==> src/rtl/hazard_stall_controller.sv <==
// Pipeline sequencing controller for the 5-stage RV32 core: load-use bubbles,
// taken-branch flushes, memory-wait freezes, plus debug stall/timeout counters.
module hazard_stall_controller #(
  parameter int CNT_W       = 16,
  parameter int TO_W        = 8,
  parameter int MEM_TIMEOUT = 200
) (
  input  logic             clk,
  input  logic             rst_n,
  input  logic [4:0]       rs1_id,
  input  logic [4:0]       rs2_id,
  input  logic             rs1_used,
  input  logic             rs2_used,
  input  logic [4:0]       rd_ex,
  input  logic             mem_read_ex,
  input  logic             branch_taken_ex,
  input  logic             mem_req,
  input  logic             mem_ready,
  output logic             pc_write,
  output logic             if_id_write,
  output logic             if_id_flush,
  output logic             id_ex_flush,
  output logic             ex_mem_write,
  output logic             mem_wb_write,
  output logic             mem_wait,
  output logic             mem_timeout,
  output logic [CNT_W-1:0] stall_cycles
);

  typedef enum logic [0:0] {
    ST_RUN      = 1'b0,
    ST_MEM_WAIT = 1'b1
  } state_t;

  localparam logic [TO_W-1:0]  TO_MAX   = {TO_W{1'b1}};
  localparam logic [TO_W-1:0]  TO_ONE   = {{(TO_W-1){1'b0}}, 1'b1};
  localparam logic [TO_W-1:0]  TO_LIMIT = TO_W'(MEM_TIMEOUT);
  localparam logic [CNT_W-1:0] CNT_MAX  = {CNT_W{1'b1}};
  localparam logic [CNT_W-1:0] CNT_ONE  = {{(CNT_W-1){1'b0}}, 1'b1};

  state_t           state_r;
  state_t           state_nxt_s;
  logic [TO_W-1:0]  to_cnt_r;
  logic [TO_W-1:0]  to_inc_s;
  logic             mem_timeout_r;
  logic [CNT_W-1:0] stall_cnt_r;
  logic             freeze_s;
  logic             load_use_s;

  // Load-use hazard detection; x0 never carries a real dependency.
  always_comb begin
    load_use_s = 1'b0;
    if (mem_read_ex && (rd_ex != 5'd0)) begin
      load_use_s = (rs1_used && (rs1_id == rd_ex)) || (rs2_used && (rs2_id == rd_ex));
    end else begin
      load_use_s = 1'b0;
    end
  end

  // Next-state logic and prioritised pipeline control.
  always_comb begin
    state_nxt_s  = state_r;
    freeze_s     = 1'b0;
    pc_write     = 1'b1;
    if_id_write  = 1'b1;
    if_id_flush  = 1'b0;
    id_ex_flush  = 1'b0;
    ex_mem_write = 1'b1;
    mem_wb_write = 1'b1;

    case (state_r)
      ST_RUN: begin
        if (mem_req && !mem_ready) begin
          freeze_s    = 1'b1;
          state_nxt_s = ST_MEM_WAIT;
        end else begin
          freeze_s    = 1'b0;
          state_nxt_s = ST_RUN;
        end
      end
      ST_MEM_WAIT: begin
        if (mem_ready) begin
          freeze_s    = 1'b0;
          state_nxt_s = ST_RUN;
        end else begin
          freeze_s    = 1'b1;
          state_nxt_s = ST_MEM_WAIT;
        end
      end
      default: begin
        freeze_s    = 1'b0;
        state_nxt_s = ST_RUN;
      end
    endcase

    // EX is held during a freeze, so branch and load-use re-present on release.
    if (freeze_s) begin
      pc_write     = 1'b0;
      if_id_write  = 1'b0;
      ex_mem_write = 1'b0;
      mem_wb_write = 1'b0;
    end else if (branch_taken_ex) begin
      if_id_flush  = 1'b1;
      id_ex_flush  = 1'b1;
    end else if (load_use_s) begin
      pc_write     = 1'b0;
      if_id_write  = 1'b0;
      id_ex_flush  = 1'b1;
    end else begin
      if_id_flush  = 1'b0;
      id_ex_flush  = 1'b0;
    end
  end

  // Controller state register.
  always_ff @(posedge clk or negedge rst_n) begin
    if (!rst_n) begin
      state_r <= ST_RUN;
    end else begin
      state_r <= state_nxt_s;
    end
  end

  assign to_inc_s = (to_cnt_r == TO_MAX) ? to_cnt_r : (to_cnt_r + TO_ONE);

  // Memory-wait timeout counter and sticky flag; a timeout never aborts the wait.
  always_ff @(posedge clk or negedge rst_n) begin
    if (!rst_n) begin
      to_cnt_r      <= {TO_W{1'b0}};
      mem_timeout_r <= 1'b0;
    end else if (state_r == ST_MEM_WAIT) begin
      to_cnt_r <= to_inc_s;
      if (to_inc_s >= TO_LIMIT) begin
        mem_timeout_r <= 1'b1;
      end else begin
        mem_timeout_r <= mem_timeout_r;
      end
    end else if (state_nxt_s == ST_MEM_WAIT) begin
      to_cnt_r <= {TO_W{1'b0}};
    end else begin
      to_cnt_r <= to_cnt_r;
    end
  end

  // Saturating count of cycles in which the PC was held.
  always_ff @(posedge clk or negedge rst_n) begin
    if (!rst_n) begin
      stall_cnt_r <= {CNT_W{1'b0}};
    end else if (!pc_write && (stall_cnt_r != CNT_MAX)) begin
      stall_cnt_r <= stall_cnt_r + CNT_ONE;
    end else begin
      stall_cnt_r <= stall_cnt_r;
    end
  end

  assign mem_wait     = (state_r == ST_MEM_WAIT);
  assign mem_timeout  = mem_timeout_r;
  assign stall_cycles = stall_cnt_r;

endmodule

==> config.mk <==
export PLATFORM = sky130hd
export DESIGN_NAME = hazard_stall_controller
export DESIGN_NICKNAME = d
export VERILOG_FILES = /design/src/rtl/hazard_stall_controller.sv
export SDC_FILE = /design/constraint.sdc
export NUM_CORES = 1
export LEC_CHECK = 0
export ABC_AREA = 1
export BUFFER_PORTS_ARGS = -buffer_cell sky130_fd_sc_hd__buf_2
export CORE_ASPECT_RATIO = 1.2
export CORE_MARGIN = 3
export CORE_UTILIZATION = 30
export DETAILED_ROUTE_END_ITERATION = 7
export GPL_ROUTABILITY_DRIVEN = 0
export PLACE_DENSITY_LB_ADDON = 0.3
export SLEW_MARGIN = 20
export SYNTH_ARGS = -nofsm -noshare
export SYNTH_HDL_FRONTEND = slang
export SYNTH_SLANG_ARGS = --single-unit
==> constraint.sdc <==
create_clock -name clk -period 4.15 [get_ports clk]
set_clock_uncertainty 0.1 [all_clocks]
set_input_delay 0.415 -clock clk [delete_from_list [all_inputs] [get_ports clk]]
set_output_delay 0.415 -clock clk [all_outputs]
set_load 0.02 [all_outputs]
==> results_dict.tcl <==
set metrics [dict create \
    worstPathRequired_ns 3.63 \
    fin_nets 332 \
    synth.most_common_cell "nand2_1" \
    synth_cells 261 \
    path_cells "inv_2 -> o21ai_2 -> nand2_1 -> nand2_2 -> inv_1 -> buf_2" \
    grt_pass1_vias 1710 \
    grt_max_degree 27 \
    cts_hold_buf 0 \
    relSlewSlack_pct 61.4 \
    root_buffer "clkbuf_8" \
    clkTransAtPathRegs_ns 0.10 \
    coreArea_um2 5710 \
    grtUsageTotal_pct 12.6 \
    power.density_nw_per_um2 392 \
    crit_type "flip-flop to output port" \
    ys_top_cells_by_count "nand2_1, inv_1, nand3_1" \
    htreeDepth 1 \
    max_freq_mhz 430 \
    ys.flop_type "dfrtp_1" \
    cp-end-kind "output port" \
    yosysWarnings 0 \
    area_growth_pct 19.7 \
    yosys.cell_types.count 28 \
    wl_per_cell_um 10.5 \
    syn_nets 286 \
    dp_cells 382 \
    finalHoldViolations 0 \
    grt_setup_unrepaired "no" \
    synth_area_um2 1770 \
    cts_buffer_depth 2 \
    routed_wl_mm 4.03 \
    final.period_utilization_pct 56.0 \
    setup_viol 0 \
    yosys.area.top_type_share_pct 36.7 \
    instances_no_fill 386 \
    crit_slowest_cell "dfrtp_1" \
    ys_ff_latch 26 \
    cts.repair.resized 0 \
    fillers 648 \
    die_w_um 76.2 \
    outcome "completed" \
    overflow 0 \
    maxCapViolations 0 \
    ir_drop_uv 142 \
    synthArstFlopShare_pct 100 \
    num_vias 1663 \
    yosysTopAreaCell "dfrtp_1" \
    cts_setup_buffers 0 \
    cpPeakStageDelay_ns 0.49 \
    num_io_pins 47 \
    synth.area.top_cells "dfrtp_1, nand2_1, nand3_1, inv_1, nor2_1" \
    viasPerCell 4.31 \
    cts_made_buffers 3 \
    cts_tree "yes" \
    finalCriticalPeriod_ns 2.32 \
    dpl_cell_area_um2 2070 \
    num_rows 30 \
    worstPathArrival_ns 1.81 \
    cts_sinks 26 \
    drv_slew 0 \
    multi_input_area_um2 945 \
    first_pass_iters 4 \
    cp-start-kind "flip-flop" \
    p_leak_nw 1.19 \
    route.antenna.remaining_nets 0 \
    drtIter0Drc 107 \
    insertion_delay_ns 0.28 \
    initial_core_util_pct 31.1 \
    worstPathMaxFanout 19 \
    antennaDiodeCount 0 \
    die_h_um 90.2 \
    yosysSeqAreaShare_pct 36.7 \
    place_hpwl_mm 3.09 \
    regArea_um2 651 \
    antenna_found_initial 0 \
    synth_edf_count 0 \
    hp-class "input port to asynchronous set/reset pin" \
    drive_above_1_share_pct 20.3 \
    grt_pass1_wl_mm 7.30 \
    setup_tns_ns 0 \
    worst-slew-pin-transition_ns 0.580 \
    r2r-start "stall_cycles[0]" \
    io_buffers 46 \
    startpoint "mem_wait" \
    drc 0 \
    avgSynthCellArea_um2 6.80 \
    dieArea_um2 6880 \
    stdcell_area_um2 2120 \
]
-- cells in the final DEF, fill, tap and decap left out --
master and instances:
nand2_1 95, xnor2_1 6, buf_2 46, nor2_4 2, o22ai_1 3, dfrtp_1 26
a21oi_1 4, inv_1 35, nor3b_1 1, o21ai_2 1, inv_2 3, or2_2 1
ha_1 2, nand3b_1 1, clkbuf_8 4, o21ai_0 7, o21ai_1 2, xor2_1 8
o21a_1 1, nor3_1 1, nor2_1 22, nand2_4 1, nand3_1 27, nand2_2 2
nand3_2 1, nand4_4 1, nand4_1 3
-- worst paths after layout --
check,to,cells after the start,slack (ns)
min in group clk,mem_timeout,2,0.37
min reg2reg,mem_timeout,2,0.37
max reg2reg,stall_cycles[3],9,2.24
min,stall_cycles[14],1,0.02
max,if_id_write,6,1.83
max in group asynchronous,to_cnt_r[4],1,3.54
-- state kept, by name, summed over array words and instances (netlist names) --
name and count:
mem_timeout 1, to_cnt_r 8, mem_wait 1, stall_cycles 16
-- per-layer routing --
layer,vias up,global-route usage (%),wire [um]
met2,30,22.9,1980
met3,5,2.00,173
met4,0,4.08,56
met5,-,0,0
li1,900,-,-
met1,728,15.0,1830
-- layout make-up --
type | instances | share of cell area [%]
clock buffer | 4 | 2.59
multi-input combinational | 192 | 44.5
inverter | 38 | 6.72
timing repair buffer | 46 | 10.8
sequential | 26 | 30.6
tap | 80 | 4.71
-- power breakdown --
| part | internal, mW | switching [mW] | total (mW) |
|---|---|---|---|
| sequential | 0.298 | 0.0569 | 0.355 |
| combinational | 0.111 | 0.197 | 0.308 |
| clock | 0.0850 | 0.0846 | 0.170 |
-- logic make-up (layout without fill, tap and decap cells) --
logic type,count (synthesis),in the layout,share of synthesized area (%)
fa+ha+maj,2,2,1.41
flops,26,26,36.7
compound gates,18,18,5.64
xor+xnor,14,14,6.91
simple gates,158,158,39.3
buf+inv,43,88,10.1
-- through the flow --
step                power [mW]  hold WS [ns]  setup slack [ns]  utilization [%]
finish                   0.833        0.0191              1.83             37.2
CTS                      0.843        0.0587              1.82             37.2
floorplan                0.581        0.0194              1.90                -
global route             0.905        0.0694              1.64             37.2
detailed placement       0.673         0.355              2.00             36.3
global placement         0.665         0.351              2.00             36.3
-- critical path, delay by kind of cell (launching register included) --
kind	cells	cell delay, ns
AND/OR/NAND/NOR	2	0.52
flip-flops	1	0.49
buffers and inverters	3	0.37
AO/OA/AOI/OAI	1	0.14
Power figures use the tool's default switching activity.
